`config.mk`:
```
export PLATFORM = sky130hd
export DESIGN_NAME = pucch_scrambler
export DESIGN_NICKNAME = d
export VERILOG_FILES = /design/src/rtl/pucch_pkg.sv /design/src/rtl/gold_lfsr_step.sv /design/src/rtl/pucch_scrambler.sv
export SDC_FILE = /design/constraint.sdc
export NUM_CORES = 1
export LEC_CHECK = 0
export ABC_AREA = 1
export CORE_MARGIN = 4
export CORE_UTILIZATION = 40
export DETAILED_ROUTE_END_ITERATION = 10
export GPL_ROUTABILITY_DRIVEN = 0
export REMOVE_ABC_BUFFERS = 1
export SLEW_MARGIN = 20
export SYNTH_ARGS = -nofsm -noshare
export SYNTH_HDL_FRONTEND = slang
export SYNTH_SLANG_ARGS = --single-unit
export TNS_END_PERCENT = 50
```
`constraint.sdc`:
```
create_clock -name i_clk -period 3 [get_ports i_clk]
set_input_delay 0.9 -clock i_clk [delete_from_list [all_inputs] [get_ports i_clk]]
set_output_delay 0.9 -clock i_clk [all_outputs]
set_load 0.1 [all_outputs]
```
`src/rtl/pucch_pkg.sv`:
```
// Shared definitions for the PUCCH Gold-sequence scrambler.
// Holds the default fast-forward offset, the x1 load value, the index
// width and the controller state encoding used by pucch_scrambler.
package pucch_pkg;

  // Gold-sequence fast-forward offset Nc.
  localparam int NC_DEFAULT = 1600;

  // Default number of LFSR advances per warm-up cycle.
  localparam int STEP_DEFAULT = 8;

  // x1 always starts from a single 1 in position 0.
  localparam logic [30:0] X1_INIT = 31'h1;

  // Width of the per-bit symbol index handed to the mapper.
  localparam int IDX_W = 16;

  typedef enum logic [1:0] {
    IDLE   = 2'd0,
    WARMUP = 2'd1,
    RUN    = 2'd2
  } state_e;

endpackage

```
`src/rtl/gold_lfsr_step.sv`:
```
// gold_lfsr_step: advances the Gold-sequence LFSR pair {x1, x2} by N steps.
// Purely combinational; bit k of each state vector holds x(n+k), so bit 0
// is the current output tap and the feedback bit enters at position 30.
// Ports: i_x1/i_x2 present state, o_x1/o_x2 state after N advances.
module gold_lfsr_step #(
  parameter int N = 1
) (
  input  logic [30:0] i_x1,
  input  logic [30:0] i_x2,
  output logic [30:0] o_x1,
  output logic [30:0] o_x2
);

  logic [30:0] x1_v;
  logic [30:0] x2_v;

  // Unrolled chain of single-step shifts:
  //   x1(n+31) = x1(n+3) ^ x1(n)
  //   x2(n+31) = x2(n+3) ^ x2(n+2) ^ x2(n+1) ^ x2(n)
  always_comb begin
    x1_v = i_x1;
    x2_v = i_x2;
    for (int k = 0; k < N; k++) begin
      x1_v = {x1_v[3] ^ x1_v[0], x1_v[30:1]};
      x2_v = {x2_v[3] ^ x2_v[2] ^ x2_v[1] ^ x2_v[0], x2_v[30:1]};
    end
    o_x1 = x1_v;
    o_x2 = x2_v;
  end

endmodule

```
`src/rtl/pucch_scrambler.sv`:
```
// pucch_scrambler: Gold-sequence scrambler for PUCCH formats 3/4, feeding
// the pi/2-BPSK mapper one scrambled bit plus its symbol index per handshake.
// Per codeword: latch seed/length on i_start, fast-forward the generator by
// NC in NC/STEP warm-up cycles, then XOR each input bit with c(n).
// Ports: i_clk/i_rst_n; i_start, i_c_init, i_num_bits (codeword setup);
// i_valid/i_b/o_ready (upstream bits); o_valid/o_b/o_index/i_ready (mapper);
// o_busy (WARMUP or RUN), o_done (one-cycle end-of-codeword pulse).
// Latency 1 cycle from input transfer to o_valid, full throughput; outputs
// hold while o_valid & ~i_ready.
// Build option PUCCH_SCR_BYPASS_EN adds i_bypass (latched at i_start) which
// passes bits through unscrambled while keeping warm-up and handshake.
module pucch_scrambler
  import pucch_pkg::*;
#(
  parameter int NC   = NC_DEFAULT,
  parameter int STEP = STEP_DEFAULT  // must divide NC
) (
  input  logic             i_clk,
  input  logic             i_rst_n,
  input  logic             i_start,
  input  logic [30:0]      i_c_init,
  input  logic [IDX_W-1:0] i_num_bits,
  input  logic             i_valid,
  input  logic             i_b,
  output logic             o_ready,
  output logic             o_valid,
  output logic             o_b,
  output logic [IDX_W-1:0] o_index,
  input  logic             i_ready,
  output logic             o_busy,
`ifdef PUCCH_SCR_BYPASS_EN
  input  logic             i_bypass,
`endif
  output logic             o_done
);

  localparam int WARM_CYC = NC / STEP;
  localparam int WC_W     = $clog2(WARM_CYC + 1);
  localparam logic [WC_W-1:0] WARM_LAST = WC_W'(WARM_CYC - 1);

  state_e           state_q;
  logic [30:0]      x1_q, x2_q;
  logic [30:0]      x1_warm_d, x2_warm_d;
  logic [30:0]      x1_run_d, x2_run_d;
  logic [WC_W-1:0]  warm_cnt_q;
  logic [IDX_W-1:0] cnt_q;        // inputs accepted so far
  logic [IDX_W-1:0] num_bits_q;
  logic             vld_q;
  logic             b_q;
  logic [IDX_W-1:0] idx_q;
  logic             done_q;
`ifdef PUCCH_SCR_BYPASS_EN
  logic             bypass_q;
`endif

  logic c_bit;
  logic scr_bit;
  logic take_ok;
  logic in_xfer;
  logic out_xfer;
  logic last_out;

  // Warm-up path: STEP advances per cycle.
  gold_lfsr_step #(.N(STEP)) u_step_warm (
    .i_x1 (x1_q),
    .i_x2 (x2_q),
    .o_x1 (x1_warm_d),
    .o_x2 (x2_warm_d)
  );

  // Run path: one advance per accepted bit.
  gold_lfsr_step #(.N(1)) u_step_run (
    .i_x1 (x1_q),
    .i_x2 (x2_q),
    .o_x1 (x1_run_d),
    .o_x2 (x2_run_d)
  );

  assign c_bit = x1_q[0] ^ x2_q[0];

`ifdef PUCCH_SCR_BYPASS_EN
  assign scr_bit = bypass_q ? i_b : (i_b ^ c_bit);
`else
  assign scr_bit = i_b ^ c_bit;
`endif

  // Accept input only in RUN, only while bits remain, and only when the
  // single output register is empty or draining this cycle.
  assign take_ok  = (state_q == RUN) && (cnt_q < num_bits_q) && (!vld_q || i_ready);
  assign o_ready  = take_ok;
  assign in_xfer  = take_ok && i_valid;
  assign out_xfer = vld_q && i_ready;
  // num_bits_q >= 1 whenever RUN is active, so the subtraction cannot wrap.
  assign last_out = out_xfer && (idx_q == (num_bits_q - 16'd1));

  assign o_valid = vld_q;
  assign o_b     = b_q;
  assign o_index = idx_q;
  assign o_busy  = (state_q != IDLE);
  assign o_done  = done_q;

  always_ff @(posedge i_clk or negedge i_rst_n) begin
    if (!i_rst_n) begin
      state_q    <= IDLE;
      x1_q       <= '0;
      x2_q       <= '0;
      warm_cnt_q <= '0;
      cnt_q      <= '0;
      num_bits_q <= '0;
      vld_q      <= 1'b0;
      b_q        <= 1'b0;
      idx_q      <= '0;
      done_q     <= 1'b0;
`ifdef PUCCH_SCR_BYPASS_EN
      bypass_q   <= 1'b0;
`endif
    end else begin
      done_q <= 1'b0;
      unique case (state_q)
        IDLE: begin
          if (i_start) begin
            x1_q       <= X1_INIT;
            x2_q       <= i_c_init;
            num_bits_q <= i_num_bits;
            cnt_q      <= '0;
            warm_cnt_q <= '0;
`ifdef PUCCH_SCR_BYPASS_EN
            bypass_q   <= i_bypass;
`endif
            state_q    <= WARMUP;
          end
        end

        WARMUP: begin
          x1_q       <= x1_warm_d;
          x2_q       <= x2_warm_d;
          warm_cnt_q <= warm_cnt_q + WC_W'(1);
          if (warm_cnt_q == WARM_LAST) begin
            // An empty codeword finishes right after the warm-up.
            if (num_bits_q == '0) begin
              state_q <= IDLE;
              done_q  <= 1'b1;
            end else begin
              state_q <= RUN;
            end
          end
        end

        RUN: begin
          if (in_xfer) begin
            b_q   <= scr_bit;
            idx_q <= cnt_q;
            cnt_q <= cnt_q + 16'd1;
            x1_q  <= x1_run_d;
            x2_q  <= x2_run_d;
            vld_q <= 1'b1;
          end else if (out_xfer) begin
            vld_q <= 1'b0;
          end
          // The last bit cannot coincide with a new input: cnt_q has
          // already reached num_bits_q by then.
          if (last_out) begin
            state_q <= IDLE;
            done_q  <= 1'b1;
          end
        end

        default: state_q <= IDLE;
      endcase
    end
  end

endmodule

```
# Word level (Yosys, flattened, before mapping)
# Index checks and enable logic that the tools add are counted.
dict set report word_totals {
  ff_bits 123
  input_bits 53
  wordCells 99
}
dict set report classes {
  addsub 3
  n_bitwise 34
  n_eq_ne 8
  reduce_logical 21
  muxes 22
  magnitude_cmp 1
}
# cell n
set op_table {}
lappend op_table {{$pmux W31 S3} 2}
lappend op_table {{$mux W31} 4}
lappend op_table {{$xor A1 B1 Y1} 34}
lappend op_table {{$mux W16} 2}
lappend op_table {{$pmux W16 S2} 1}
lappend op_table {{$add A16 B1 Y16 const B} 1}
lappend op_table {{$eq A16 B16 Y1} 1}
lappend op_table {{$logic_not A16 Y1} 1}
lappend op_table {{$lt A16 B16 Y1} 1}
lappend op_table {{$pmux W8 S2} 1}
lappend op_table {{$sub A16 B1 Y16 const B} 1}
lappend op_table {{$reduce_and A3 Y1} 3}
lappend op_table {{$add A8 B1 Y8 const B} 1}
lappend op_table {{$eq A8 B8 Y1 const B} 1}
lappend op_table {{$mux W2} 4}
lappend op_table {{$mux W8} 1}
lappend op_table {{$ne A2 B2 Y1 const B} 4}
lappend op_table {{$reduce_and A2 Y1} 4}
lappend op_table {{$reduce_bool A2 Y1} 4}
lappend op_table {{$pmux W2 S3} 1}
lappend op_table {{$logic_and A1 B1 Y1} 5}
lappend op_table {{$mux W1} 5}
lappend op_table {{$reduce_bool A3 Y1} 1}
lappend op_table {{$eq A2 B1 Y1 const B} 1}
lappend op_table {{other kinds (5)} 5}

# Depth between registers and ports, before layout
dict set report depth {
  depth_word 6
  mapped_depth 18
  mapped_depth_nobuf 18
}

# Hierarchy
# From an unflattened synthesis, not the netlist that was laid out.
dict set report unflattened {
  cells_unflattened 1237
  hier_area_um2 8589.5
}
# module area_each_um2 instances seq_area_each_um2 cells_per_inst
set by_module_without_submodules {}
lappend by_module_without_submodules {pucch_scrambler 7350.8 1 3078.0 1049}
lappend by_module_without_submodules {{gold_lfsr_step (u_step_warm)} 705.7 1 0.0 108}
lappend by_module_without_submodules {{gold_lfsr_step (u_step_run)} 533.0 1 0.0 80}

# Least setup slack after synthesis
# Ideal clock, no wire load.
dict set report synth_timing {
  path_kind {input-to-output}
  from {in i_ready}
  to {out o_ready}
  path_stages 3
  required_ps 2100
  arrival_ps 2233
  slack_ps -133
  cell_sequence {inv_1 -> a2111oi_2 -> and2_1}
}
dict set report synth_via {
  elab_chain_len 2
}
# element line_no
set synth_lines {}
lappend synth_lines {{start, declared} pucch_scrambler.sv:29} ;# input logic i_ready,
lappend synth_lines {{$logic_or A1 B1 Y1} pucch_scrambler.sv:89} ;# assign take_ok = (state_q == RUN) && (cnt_q < num_bits_q) && (!vld_q || i_ready);
lappend synth_lines {{$logic_and A1 B1 Y1} pucch_scrambler.sv:89}
lappend synth_lines {{end, declared} pucch_scrambler.sv:25} ;# output logic o_ready,
# Every way passes these cells.

# Final worst setup path
dict set report layout_timing {
  from {reg num_bits_q[9]}
  to {out o_ready}
}
dict set report layout_via {
  elab_chain_len 3
}
# element line_no
set layout_lines {}
lappend layout_lines {{start, declared} pucch_scrambler.sv:47} ;# logic [IDX_W-1:0] num_bits_q;
lappend layout_lines {{start signal, assigned} pucch_scrambler.sv:124} ;# num_bits_q <= i_num_bits;
lappend layout_lines {{$lt A16 B16 Y1} pucch_scrambler.sv:89}
lappend layout_lines {{$logic_and A1 B1 Y1 (2 in series)} pucch_scrambler.sv:89}
# Every way passes these cells.

==> impl_results.html <==
<table>
<tr><th>Metric</th><th>Value</th></tr>
<tr><th colspan="2">Power</th></tr>
<tr><td>Leak</td><td>4.23 nW</td></tr>
<tr><td>Worst vdd rail ir drop</td><td>about 0.54 mV</td></tr>
<tr><td>PwrDens</td><td>about 950 nW/um^2</td></tr>
<tr><td>Total power consumption of the routed design</td><td>a little under 9 mW</td></tr>
<tr><th colspan="2">Floorplanning</th></tr>
<tr><td>Number of I/O pins</td><td>74</td></tr>
<tr><td>Chip width</td><td>around 150 um</td></tr>
<tr><td>Vertical extent of the die</td><td>approximately 150 um</td></tr>
<tr><td>Die Area</td><td>approximately 21,000 sq um</td></tr>
<tr><td>CORE AREA</td><td>18,800 sq um</td></tr>
<tr><td>Number of rows created at floorplan</td><td>50</td></tr>
<tr><td>Starting density of the core</td><td>0.407</td></tr>
<tr><th colspan="2">Timing</th></tr>
<tr><td>Worst slew slack as a fraction of its limit</td><td>0.450</td></tr>
<tr><td>Final number of max-transition violations</td><td>0</td></tr>
<tr><td>Post-layout min period</td><td>2950 ps</td></tr>
<tr><td>Count of endpoints failing setup in the final report</td><td>0</td></tr>
<tr><td>Maximum clock frequency</td><td>about 340 MHz</td></tr>
<tr><td>Setup Skew</td><td>9.62 ps</td></tr>
<tr><td>Slew at the pin with the worst max-slew slack</td><td>~820 ps</td></tr>
<tr><td>Hold Fails Final Rpt</td><td>0</td></tr>
<tr><td>Unrepaired setup endpoints after global routing</td><td>true</td></tr>
<tr><td>Final period util</td><td>0.985</td></tr>
<tr><td>Total negative setup slack</td><td>0 ps</td></tr>
<tr><th colspan="2">Worst setup path</th></tr>
<tr><td>CP Capture Type</td><td>output port</td></tr>
<tr><td>Max Fanout on Critical Path</td><td>4</td></tr>
<tr><td>Setup slack on the worst flop-to-flop path</td><td>between 700 and 800 ps</td></tr>
<tr><td>Reg-to-reg critical path startpoint</td><td>num_bits_q[5]</td></tr>
<tr><td>Startpoint types</td><td>register</td></tr>
<tr><td>WP data arrival</td><td>between 2000 and 2500 ps</td></tr>
<tr><td>Launch point of the critical path</td><td>num_bits_q[9]</td></tr>
<tr><td>FF-to-FF path depth</td><td>17</td></tr>
<tr><td>Critical path type</td><td>reg -&gt; out</td></tr>
<tr><td>Data required time of the critical path</td><td>about 2100 ps</td></tr>
<tr><th colspan="2">Drt</th></tr>
<tr><td>Post-route DRC</td><td>0</td></tr>
<tr><td>First DRT Iteration DRCs</td><td>approximately 360</td></tr>
<tr><td>Remaining number of nets flagged by the antenna check after routing</td><td>0</td></tr>
<tr><td>Average routed wire per standard cell</td><td>around 14 um</td></tr>
<tr><td>Wire length after detailed routing</td><td>about 20,000 um</td></tr>
<tr><td>Total vias in the final route</td><td>slightly above 7,000</td></tr>
<tr><td>Number of detailed-routing iterations run before antenna repair</td><td>5</td></tr>
<tr><td>Via-to-Cell Ratio</td><td>approximately 5.1</td></tr>
<tr><th colspan="2">Final layout</th></tr>
<tr><td>Fraction of layout cells with a size suffix above 1</td><td>0.136</td></tr>
<tr><td>Total inserted antenna cells</td><td>0</td></tr>
<tr><td>Final non-filler cell total</td><td>about 1,400</td></tr>
<tr><td>Fillcell total</td><td>between 1,500 and 2,000</td></tr>
<tr><td>Layout Nets</td><td>approximately 1,200</td></tr>
<tr><td>Final Instance Area</td><td>approximately 9400 sq um</td></tr>
<tr><td>Growth of design area from synthesis to finish</td><td>23.0%</td></tr>
<tr><th colspan="2">CTS</th></tr>
<tr><td>CTS sink count</td><td>123</td></tr>
<tr><td>CTS HTree Levels</td><td>4</td></tr>
<tr><td>Clock-pin transition on the worst setup and hold timing paths</td><td>around 60 ps</td></tr>
<tr><td>CTS max path bufs</td><td>2</td></tr>
<tr><td>Quantity of hold-fixing buffers added after cts</td><td>0</td></tr>
<tr><td>Root buffer selected by CTS</td><td>sky130_fd_sc_hd__clkbuf_16</td></tr>
<tr><td>TritonCTS clock tree</td><td>built</td></tr>
<tr><td>Number of buffers created by CTS</td><td>17</td></tr>
<tr><td>Clock insertion delay at the later pin of the skew report</td><td>~430 ps</td></tr>
<tr><th colspan="2">Yosys</th></tr>
<tr><td>Area of the mapped netlist</td><td>about 7600 sq um</td></tr>
<tr><td>Yosys warns</td><td>0</td></tr>
<tr><td>Number of flip-flops and latches in the synthesized netlist</td><td>123</td></tr>
<tr><td>Synth top area share</td><td>0.403</td></tr>
<tr><td>Cell taking the most area after synthesis</td><td>sky130_fd_sc_hd__dfrtp_1</td></tr>
<tr><td>Gate Count Post-Synth</td><td>1,066</td></tr>
<tr><td>Number of distinct library cells after synthesis</td><td>42</td></tr>
<tr><td>Largest cells by area after synthesis</td><td>sky130_fd_sc_hd__dfrtp_1 (40%), sky130_fd_sc_hd__nand2_1 (17%), sky130_fd_sc_hd__nor2_1 (5.5%)</td></tr>
<tr><td>Number of enable-type register cells in the synthesized netlist</td><td>0</td></tr>
<tr><td>Post-synthesis average cell area</td><td>slightly above 7 sq um</td></tr>
<tr><td>Ys flop type</td><td>sky130_fd_sc_hd__dfrtp_1</td></tr>
<tr><td>Sequential fraction of the synthesis area</td><td>0.403</td></tr>
<tr><td>Post-synthesis async set-or-reset flop share</td><td>1.00</td></tr>
<tr><th colspan="2">Run</th></tr>
<tr><td>Number of max-cap violations</td><td>0</td></tr>
<tr><th colspan="2">Global route</th></tr>
<tr><td>Maximum number of pins on one net before global-route repair</td><td>83</td></tr>
<tr><td>Vias in the first global route</td><td>between 6,000 and 7,000</td></tr>
<tr><td>Initial antenna violation count</td><td>0</td></tr>
<tr><td>Sum of overflow across all layers after global routing</td><td>0</td></tr>
<tr><td>Global-route wire length before repair</td><td>33,600 um</td></tr>
<tr><td>Total routing resource utilization after global routing</td><td>0.192</td></tr>
<tr><th colspan="2">Run status</th></tr>
<tr><td>Status</td><td>finished, final reports clean</td></tr>
<tr><th colspan="2">Placed design</th></tr>
<tr><td>Port Buffer Count</td><td>73</td></tr>
<tr><td>Dpl hpwl</td><td>between 10,000 and 15,000 um</td></tr>
<tr><td>Area after DPL</td><td>about 8600 sq um</td></tr>
<tr><td>Dpl cells</td><td>between 1,000 and 1,500</td></tr>
<tr><th colspan="2">Min path</th></tr>
<tr><td>Min-Delay Path Class</td><td>in -&gt; async</td></tr>
</table>
==> worst max-delay path: stages (launching register included) <==
cell and delay [ps]:
sky130_fd_sc_hd__dfrtp_1 400, sky130_fd_sc_hd__inv_2 100, sky130_fd_sc_hd__ha_1 250, sky130_fd_sc_hd__a21oi_1 140
sky130_fd_sc_hd__nor2_1 60, sky130_fd_sc_hd__a211oi_1 180, sky130_fd_sc_hd__nand2_1 100, sky130_fd_sc_hd__nand2_2 80
sky130_fd_sc_hd__and2_4 150, sky130_fd_sc_hd__buf_12 160
==> final cells by class <==
| type | instances | area [sq um] | share of cell area |
|---|---|---|---|
| Clock inverter | 10 | 136 | 0.0145 |
| Timing Repair Buffer | 110 | 1010 | 0.108 |
| Clock buffer | 22 | 484 | 0.0515 |
| Sequential cell | 123 | 3090 | 0.328 |
| Inverter | 81 | 304 | 0.0323 |
| Multi-Input combinational cell | 812 | 4090 | 0.435 |
| Tap cell | 234 | 293 | 0.0311 |
==> power breakdown <==
| group | leakage (nW) | switching [mW] | internal [mW] |
|---|---|---|---|
| registers | 1.60 | 0.391 | 2.08 |
| logic | 2.32 | 2.80 | 1.50 |
| clock network | 0.311 | 0.775 | 1.39 |
| total | 4.23 | 3.97 | 4.98 |
==> layout by cell type (no fill, tap or decap), types with 8 or more instances in the layout <==
cell type / count
sky130_fd_sc_hd__a31o_2: 23
sky130_fd_sc_hd__nor2_1: 113
sky130_fd_sc_hd__ha_1: 17
sky130_fd_sc_hd__xor2_1: 25
sky130_fd_sc_hd__nand2_1: 348
sky130_fd_sc_hd__dfrtp_1: 117
sky130_fd_sc_hd__xnor2_1: 14
sky130_fd_sc_hd__inv_2: 13
sky130_fd_sc_hd__clkbuf_16: 17
sky130_fd_sc_hd__o22ai_1: 8
sky130_fd_sc_hd__inv_1: 68
sky130_fd_sc_hd__clkdlybuf4s50_1: 50
sky130_fd_sc_hd__o21ai_0: 59
sky130_fd_sc_hd__buf_4: 54
sky130_fd_sc_hd__o21ai_1: 54
sky130_fd_sc_hd__nand3_1: 50
sky130_fd_sc_hd__a21oi_1: 43
sky130_fd_sc_hd__nor3_1: 11
==> through the flow <==
step           setup slack [ps]  utilization  hold WS (ps)
3_5_place_dp               -177        0.457           478
5_1_grt                   -77.1        0.501           490
3_3_place_gp               -119        0.457           467
4_1_cts                    1.66        0.499           463
2_1_floorplan              -878            -           453
6_report                   45.3        0.501           448
==> per-layer routing <==
metal,vias to the layer above,share of wire,track usage
met5,-,0,0
met4,0,0.021,0.0616
met3,33,0.054,0.0484
met2,181,0.46,0.300
met1,3280,0.47,0.261
li1,3626,-,-
==> path summary, 6_finish.rpt <==
check	to
min in group i_clk	x1_q[16]
min reg2reg	x1_q[16]
min	num_bits_q[3]
max	o_ready
max reg2reg	state_q[0]
max in group asynchronous	x1_q[17]
==> cell usage after synthesis (all sizes together), types with 14 or more instances <==
cell type    n
a21oi       45
a31o        23
buf         18
clkbuf      32
dfrtp      123
ha          22
inv         81
nand2      352
nand3       53
nor2       116
o21ai      118
xnor2       14
xor2        25
==> sequential cells by signal (all words and copies together) (netlist names), 2 cells and up <==
| register | count |
|---|---|
| o_index | 16 |
| state_q | 2 |
| x2_q | 31 |
| warm_cnt_q | 8 |
| cnt_q | 16 |
| num_bits_q | 16 |
| x1_q | 31 |
==> logic make-up after synthesis <==
logic type / Yosys count / synth area share
AOI/OAI and AO/OA: 203 / 0.151
DFF: 123 / 0.403
xor gates and xnor gates: 39 / 0.0447
adders and majority gates: 22 / 0.0360
and+or+nand+nor: 547 / 0.291
buffers and inverters: 131 / 0.0728
muxes: 1 / 0.00131
==> timing repair <==
action                                  in CTS  in global routing
setup buffers                               13                  4
pin swaps                                    4                  2
resized for setup                           20                  8
endpoints found under the setup margin       1                  1
Note: power is estimated with default switching activity, not from simulation.
